==> src/rtl/boot_loader.sv <==
// boot_loader: streams a length-prefixed program image into BRAM, then
// releases the CPU and hands it the BRAM port.
//
// Ports:
//   clk, reset_n       clock and asynchronous active-low reset
//   in_valid/in_ready  byte stream handshake, in_data carries the byte
//   cpu_reset_n        CPU reset, released on the edge that enters RUN
//   done / error       load finished / length too large (sticky)
//   cpu_mem_*          PicoRV32 native port from the CPU
//   ram_mem_*          native port towards the BRAM controller
module boot_loader #(
    parameter logic [31:0] BASE_ADDR = 32'h0000_0000,
    parameter int unsigned MAX_WORDS = 256
) (
    input  logic        clk,
    input  logic        reset_n,
    input  logic        in_valid,
    input  logic [7:0]  in_data,
    output logic        in_ready,
    output logic        cpu_reset_n,
    output logic        done,
    output logic        error,
    input  logic        cpu_mem_valid,
    input  logic        cpu_mem_instr,
    output logic        cpu_mem_ready,
    input  logic [31:0] cpu_mem_addr,
    input  logic [31:0] cpu_mem_wdata,
    input  logic [3:0]  cpu_mem_wstrb,
    output logic [31:0] cpu_mem_rdata,
    output logic        ram_mem_valid,
    input  logic        ram_mem_ready,
    output logic [31:0] ram_mem_addr,
    output logic [31:0] ram_mem_wdata,
    output logic [3:0]  ram_mem_wstrb,
    input  logic [31:0] ram_mem_rdata
);

    typedef enum logic [2:0] {
        S_LEN0,
        S_LEN1,
        S_DATA,
        S_WRITE,
        S_RUN,
        S_ERROR
    } state_t;

    state_t state, state_nx;

    logic [15:0] n_q;
    logic [15:0] idx_q;
    logic [1:0]  cnt_q;
    logic [23:0] word_q;
    logic        wr_valid_q;
    logic [31:0] wr_addr_q;
    logic [31:0] wr_data_q;
    logic [3:0]  wr_strb_q;
    logic        done_q;
    logic        run_q;
    logic        err_q;

    // The instruction flag has no meaning for the BRAM side.
    logic instr_unused;
    assign instr_unused = cpu_mem_instr;

    logic [15:0] n_full;
    logic        last_word;

    assign n_full    = {in_data, n_q[7:0]};
    assign last_word = (idx_q + 16'd1) == n_q;

    always_ff @(posedge clk or negedge reset_n) begin
        if (!reset_n) begin
            state <= S_LEN0;
        end else begin
            state <= state_nx;
        end
    end

    // in_ready is 1 exactly in LEN0/LEN1/DATA, so in_valid alone
    // marks a transfer in those states.
    always_comb begin
        state_nx = state;
        in_ready = 1'b0;
        unique case (state)
            S_LEN0: begin
                in_ready = 1'b1;
                if (in_valid) state_nx = S_LEN1;
            end
            S_LEN1: begin
                in_ready = 1'b1;
                if (in_valid) begin
                    if (n_full == 16'd0)
                        state_nx = S_RUN;
                    else if (32'(n_full) > MAX_WORDS)
                        state_nx = S_ERROR;
                    else
                        state_nx = S_DATA;
                end
            end
            S_DATA: begin
                in_ready = 1'b1;
                if (in_valid && cnt_q == 2'd3) state_nx = S_WRITE;
            end
            S_WRITE: begin
                if (ram_mem_ready)
                    state_nx = last_word ? S_RUN : S_DATA;
            end
            S_RUN:   state_nx = S_RUN;
            S_ERROR: state_nx = S_ERROR;
            default: state_nx = S_LEN0;
        endcase
    end

    always_ff @(posedge clk or negedge reset_n) begin
        if (!reset_n) begin
            n_q        <= '0;
            idx_q      <= '0;
            cnt_q      <= '0;
            word_q     <= '0;
            wr_valid_q <= 1'b0;
            wr_addr_q  <= '0;
            wr_data_q  <= '0;
            wr_strb_q  <= '0;
            done_q     <= 1'b0;
            run_q      <= 1'b0;
            err_q      <= 1'b0;
        end else begin
            unique case (state)
                S_LEN0: begin
                    if (in_valid) n_q[7:0] <= in_data;
                end
                S_LEN1: begin
                    if (in_valid) begin
                        n_q[15:8] <= in_data;
                        idx_q     <= '0;
                        cnt_q     <= '0;
                    end
                end
                S_DATA: begin
                    if (in_valid) begin
                        cnt_q <= cnt_q + 2'd1;
                        unique case (cnt_q)
                            2'd0: word_q[7:0]   <= in_data;
                            2'd1: word_q[15:8]  <= in_data;
                            2'd2: word_q[23:16] <= in_data;
                            default: begin
                                // 4th byte goes straight into the write
                                wr_valid_q <= 1'b1;
                                wr_addr_q  <= BASE_ADDR
                                            + {14'd0, idx_q, 2'b00};
                                wr_data_q  <= {in_data, word_q};
                                wr_strb_q  <= 4'b1111;
                            end
                        endcase
                    end
                end
                S_WRITE: begin
                    if (ram_mem_ready) begin
                        wr_valid_q <= 1'b0;
                        idx_q      <= idx_q + 16'd1;
                    end
                end
                default: ;
            endcase
            done_q <= (state_nx == S_RUN);
            run_q  <= (state_nx == S_RUN);
            err_q  <= (state_nx == S_ERROR);
        end
    end

    assign done        = done_q;
    assign cpu_reset_n = run_q;
    assign error       = err_q;

    // The CPU sees the RAM only once loading is complete.
    always_comb begin
        if (done_q) begin
            ram_mem_valid = cpu_mem_valid;
            ram_mem_addr  = cpu_mem_addr;
            ram_mem_wdata = cpu_mem_wdata;
            ram_mem_wstrb = cpu_mem_wstrb;
            cpu_mem_ready = ram_mem_ready;
        end else begin
            ram_mem_valid = wr_valid_q;
            ram_mem_addr  = wr_addr_q;
            ram_mem_wdata = wr_data_q;
            ram_mem_wstrb = wr_strb_q;
            cpu_mem_ready = 1'b0;
        end
    end

    assign cpu_mem_rdata = ram_mem_rdata;

endmodule

==> config.mk <==
export PLATFORM = sky130hd
export DESIGN_NAME = boot_loader
export DESIGN_NICKNAME = d
export VERILOG_FILES = /design/src/rtl/boot_loader.sv
export SDC_FILE = /design/constraint.sdc
export NUM_CORES = 1
export LEC_CHECK = 0
export ABC_AREA = 1
export BUFFER_PORTS_ARGS = -buffer_cell sky130_fd_sc_hd__buf_2
export CAP_MARGIN = 40
export CORE_ASPECT_RATIO = 0.8
export CORE_UTILIZATION = 49
export DETAILED_ROUTE_END_ITERATION = 16
export PLACE_DENSITY = 0.75
export SYNTH_ARGS = -nofsm -noshare
export SYNTH_HDL_FRONTEND = slang
export SYNTH_SLANG_ARGS = --single-unit
==> constraint.sdc <==
create_clock -name clk -period 5.2 [get_ports clk]
set_clock_uncertainty 0.2 [all_clocks]
set_input_delay 0.26 -clock clk [delete_from_list [all_inputs] [get_ports clk]]
set_output_delay 0.26 -clock clk [all_outputs]
set_load 0.05 [all_outputs]
==> results.ini, run 1 <==
[synthesis]
synth_top_area_cell=dfrtp_1
synth_nets=900
ys_seq_elements=113
synth_cell_types=32
synth.area.top_cells=dfrtp_1 47%, nand2_1 20%, o21ai_0 6.7%, inv_1 4.6%, mux2_2 4.3%
ys.flop_type=dfrtp_1
yosysSeqAreaShare=0.470
netlist_top_cells_count=322 x nand2_1, 113 x dfrtp_1, 81 x o21ai_0
synthCells=780
syn_area_per_cell_um2=7.72
async_flop_share=1.00
yosysWarnings=0
synth_edf_count=0
synth.most_common_cell=nand2_1
synth_top_area_frac=0.470
syn_area_um2=6020

[grt]
first_global_vias=4814
grt_pass1_wl_mm=23.3
grt_antenna_before_repair=0
grt_max_degree=74
groute.usage.overall=0.236
grt-ovfl-total=0

[cells_and_area]
postLayoutCoreUtil=0.629
final.fill_count=1041
syn_to_final_growth_pct=22.7
drive_above_1_share=0.248
stdcell_count=1069
final_nets=1028
antenna-diode-count=0

[die]
die_w_um=126
ios=220
num_rows=35
initial_utilization=0.513
die-area_um2=12700
fp.dieH_um=101
coreArea_um2=11700

[run]
maxCapViolCount=0

[clock_network]
htree_levels=4
clock_latency_ns=0.41
clockBufferDepth=2
cts_buffers=17
tritoncts=built
clkTransAtPathRegs_ns=0.05
postCtsSetupRepairBufs=0
root_buffer=clkbuf_16
clock-sinks=113

[power]
combPwrFrac=0.390
switching_share=0.430
ir_worst_vdd_mv=0.366
p_seq_frac=0.290
p_switching_mw=1.59
internal-power_mw=2.11
p_leak_nw=4.10
p_clk_frac=0.320
power_density_nw_per_um2=501

[setup_path]
arrival_ns=2.89
critPathMaxFanout=16
r2r_cells=7
start_kind=flop
required_ns=5.24
critPathKind=reg -> reg
end_kind=flop
r2r_setup_slack_ns=2.35

[hold_path]
min_path_type=in -> async

[sta]
fmax_ghz=0.351
slew_headroom=0.417
min_period_ns=2.85
worstMarginPinSlew_ns=0.871
min_period_over_period=0.548
final_hold_viol_count=0
rsz0062_at_grt=no
finalSetupViolCount=0
slew_violations=0
finalSetupTns_ns=0

[place]
dp_cells=1027
hpwl_mm=10.1
place.port_buffers=154
routabilityCongestion=0.872

[drt]
drt-total-wl_mm=14.5
num_vias=5363
drtIter0Drc=270
drc=0
drtPass1Iterations=4
wl_per_cell_um=13.6
postRouteAntennaNets=0
viasPerCell=5.02

[outcome]
outcome=finished clean

[flip-flops by register name, indices dropped and copies added, names as in the netlist, 2 cells and up]
name       flops
wr_data_q     32
word_q        24
idx_q         16
n_q           16
wr_addr_q     16
state          3
cnt_q          2
[per-stage QoR]
stage,power (mW),instance area (um2),hold slack (ns),setup slack [ns]
after CTS,3.72,7380,0.138,2.39
after global placement,2.50,6650,0.250,2.49
final,3.70,7380,0.136,2.35
after floorplan,2.24,6020,-0.236,2.82
after detailed placement,2.52,6680,0.0444,2.43
after global routing,3.88,7380,0.185,2.20
[worst paths after layout]
check                              start           end
setup / recovery                state[1]      idx_q[2]
hold / removal                   reset_n  wr_data_q[8]
setup reg to reg                state[1]      idx_q[2]
hold reg to reg             wr_strb_q[0]  wr_strb_q[0]
max in group asynchronous        reset_n      idx_q[2]
min in group clk           ram_mem_ready      state[0]
[cell usage in the layout, fill, tap and decap left out, types with 2 or more instances in the layout]
cell,netlist,final
a21oi_1,6,6
and2_1,2,2
buf_2,2,153
buf_4,33,6
bufinv_16,0,3
clkbuf_1,23,3
clkbuf_16,0,17
clkbuf_8,0,3
clkinv_2,0,2
clkinvlp_4,0,4
dfrtp_1,113,112
dlygate4sd3_1,0,10
ha_1,6,6
inv_1,74,74
mux2_2,23,23
nand2_1,322,321
nand2_2,2,3
nand3_1,31,31
nand3_2,2,2
nand4_1,11,11
nor2_1,17,17
nor2_2,3,3
nor2_4,4,4
nor3_1,3,3
o21ai_0,81,81
o22ai_1,7,7
xor2_1,3,3
[timing repair]
item                                   4_1_cts  5_1_grt
resized for setup                            0        0
endpoints found under the hold margin       54        0
hold buffers                                10        0
[worst max-delay path, stage by stage, from the launching register on]
cell and delay, ns:
dfrtp_1 0.38, inv_1 0.09, nor2_1 0.09, nand2_1 0.09, nor2_1 0.67, inv_1 0.40, nand2_1 0.60, o22ai_1 0.18
[routing by layer]
metal | routed length, um | global-route usage
met5 | 0 | 0
met4 | 249 | 0.0825
met3 | 931 | 0.0618
met2 | 6660 | 0.377
met1 | 6660 | 0.316
[power groups by stage]
stage / clock network (mW) / logic [mW] / registers [mW]
4_1_cts: 1.19 / 1.45 / 1.07
6_report: 1.18 / 1.45 / 1.07
2_1_floorplan: 0 / 1.16 / 1.09
3_5_place_dp: 0 / 1.44 / 1.08
3_3_place_gp: 0 / 1.42 / 1.08
5_1_grt: 1.24 / 1.56 / 1.08
[area by class of cell]
type,count,area (um2),area share
sequential,113,2830,0.383
multi-input combinational,531,2540,0.344
timing repair buffer,170,938,0.127
clock buffer,23,478,0.0647
inverter,75,282,0.0381
tap,148,185,0.0251
clock inverter,9,130,0.0176
[cells by family (layout without fill, tap and decap cells)]
logic type,after synthesis,in the layout,share of synthesized area
AND/OR/NAND/NOR,399,399,0.272
buffers and inverters,136,277,0.108
flip-flops,113,113,0.470
AO/OA/AOI/OAI,98,98,0.0846
multiplexers,24,24,0.0449
adder cells (fa/ha/maj),6,6,0.0125
XOR/XNOR,4,4,0.00811
No activity file was read; power rests on OpenSTA's default activity.
==> run 2: changes to the inputs <==
==> constraint.sdc (replaced) <==
create_clock -name clk -period 2.87 [get_ports clk]
set_clock_uncertainty 0.2 [all_clocks]
set_input_delay 0.1435 -clock clk [delete_from_list [all_inputs] [get_ports clk]]
set_output_delay 0.1435 -clock clk [all_outputs]
set_load 0.05 [all_outputs]
==> run 2 against run 1 <==
Net effect: combinational power is 81% higher; via count grew 0.73%; flip-flop and latch count stayed put; final area grew 1.1%; critical path type unchanged; clock power increased by 97%; global-route usage fell by 0.076 points; die area unchanged; core utilization grew 0.67 points; final cell count up 0.19%; sequential share of layout area decreased by 0.40 points; wire length shrank 0.33%; hold slack worse by 0.071 ns.
==> results.ini, run 2 (synthesis gave the netlist of run 1 again) <==
[drt]
num_vias=5402
drtPass1Iterations=7
viasPerCell=5.04
drt-total-wl_mm=14.5
wl_per_cell_um=13.5
drc=0
postRouteAntennaNets=0
drtIter0Drc=276

[clock_network]
clockBufferDepth=2
root_buffer=clkbuf_16
tritoncts=built
clock_latency_ns=0.41
postCtsSetupRepairBufs=0
clock-sinks=113
htree_levels=4
clkTransAtPathRegs_ns=0.05
cts_buffers=17

[grt]
grt_max_degree=74
grt-ovfl-total=0
grt_antenna_before_repair=0
groute.usage.overall=0.235
first_global_vias=4761
grt_pass1_wl_mm=23.3

[run]
maxCapViolCount=0

[place]
hpwl_mm=9.87
place.port_buffers=154
routabilityCongestion=0.864

[cells_and_area]
final_nets=1030
layout_commonest_cell=nand2_1
top_regs=wr_data_q x32, word_q x24
largest_reg_flops=32
antenna-diode-count=0
final.fill_count=1013
regMostFlops=wr_data_q
syn_to_final_growth_pct=24.0
drive_above_1_share=0.250
final_cell_mix=321 x nand2_1, 153 x buf_2, 112 x dfrtp_1, 81 x o21ai_0, 74 x inv_1

[die]
initial_utilization=0.513
num_rows=35
coreArea_um2=11700
die_w_um=126
die-area_um2=12700
ios=220
fp.dieH_um=101

[hold_path]
hold_path_end=state[0]
min_path_cells=4
min_path_type=in -> reg
hp-start=ram_mem_ready

[setup_path]
crit_path_top_delay_cell=nand2_1
critPathMaxFanout=16
worstReg2RegStart=state[1]
crit_chain=inv_1, nor2_1, nand2_1, nor2_1, buf_4, inv_1, nand2_1, o21ai_0
r2r_setup_slack_ns=0.60
start_kind=flop
cpPeakStageDelay_ns=0.45
arrival_ns=2.38
end_kind=flop
critPathKind=reg -> reg
r2r_cells=8
required_ns=2.98
r2r_end=idx_q[1]

[power]
p_clk_frac=0.336
power_density_nw_per_um2=924
p_switching_mw=2.88
ir_worst_vdd_mv=0.758
switching_share=0.417
combPwrFrac=0.382
p_seq_frac=0.282
p_leak_nw=4.15
internal-power_mw=4.02

[sta]
fmax_ghz=0.440
min_period_over_period=0.793
min_period_ns=2.27
finalSetupViolCount=0
rsz0062_at_grt=no
finalSetupTns_ns=0
slew_violations=0
slew_headroom=0.549
worstMarginPinSlew_ns=0.676
hold_slack_ns=0.0653
final_hold_viol_count=0

[outcome]
outcome=finished clean

run 2: worst max-delay path by stage:
| stage | startpoint | end | slack (ns) | depth (start not counted) |
|---|---|---|---|---|
| 2_1_floorplan | cpu_reset_n | ram_mem_valid | 0.61 | 2 |
| 3_3_place_gp | idx_q[0] | state[1] | 0.70 | 9 |
| 3_5_place_dp | state[1] | idx_q[4] | 0.65 | 8 |
| 4_1_cts | cpu_reset_n | ram_mem_addr[22] | 0.62 | 4 |
| 5_1_grt | idx_q[0] | cpu_reset_n | 0.37 | 13 |
| 6_report | state[1] | idx_q[1] | 0.60 | 8 |
run 2: area by class of cell:
class                   count  area, um2  area share
clock buffers              22        474      0.0635
multi-input cells         531       2540       0.341
clock inverters            10        180      0.0241
repair buffers            172        971       0.130
flip-flops and latches    113       2830       0.379
inverters                  75        282      0.0377
well taps                 148        185      0.0248
run 2: metal layers:
metal / part of all wire / global-route usage
met1: 0.46 / 0.317
met2: 0.46 / 0.375
met3: 0.063 / 0.0618
met4: 0.014 / 0.0741
met5: 0 / 0
run 2: power by group through the flow:
stage	clock network (mW)	logic [mW]	registers, mW
2_1_floorplan	0	2.09	1.97
3_5_place_dp	0	2.62	1.97
4_1_cts	2.34	2.65	1.94
5_1_grt	2.43	2.84	1.96
3_3_place_gp	0	2.59	1.96
6_report	2.32	2.63	1.95
run 2: worst max-delay path: cells and delay by family (launching register included):
| family | cells | cell delay (ns) |
|---|---|---|
| simple gates | 4 | 0.65 |
| compound gates | 1 | 0.33 |
| flops | 1 | 0.40 |
| buf+inv | 3 | 0.57 |
run 2: timing repair:
item | 4_1_cts | 5_1_grt
endpoints found under the hold margin | 85 | 0
endpoints found under the setup margin | 0 | 0
hold buffers | 10 | 0
gates resized for setup | 0 | 0
run 2: through the flow:
| stage | area [um2] | util | setup slack (ns) | instances | power [mW] |
|---|---|---|---|---|---|
| 2_1_floorplan | 6020 | - | 0.609 | 780 | 4.07 |
| 3_3_place_gp | 6710 | 0.572 | 0.701 | 1029 | 4.55 |
| 3_5_place_dp | 6710 | 0.572 | 0.654 | 1029 | 4.58 |
| 4_1_cts | 7460 | 0.636 | 0.620 | 1071 | 6.93 |
| 5_1_grt | 7460 | 0.636 | 0.368 | 1071 | 7.23 |
| 6_report | 7460 | 0.636 | 0.595 | 1071 | 6.89 |
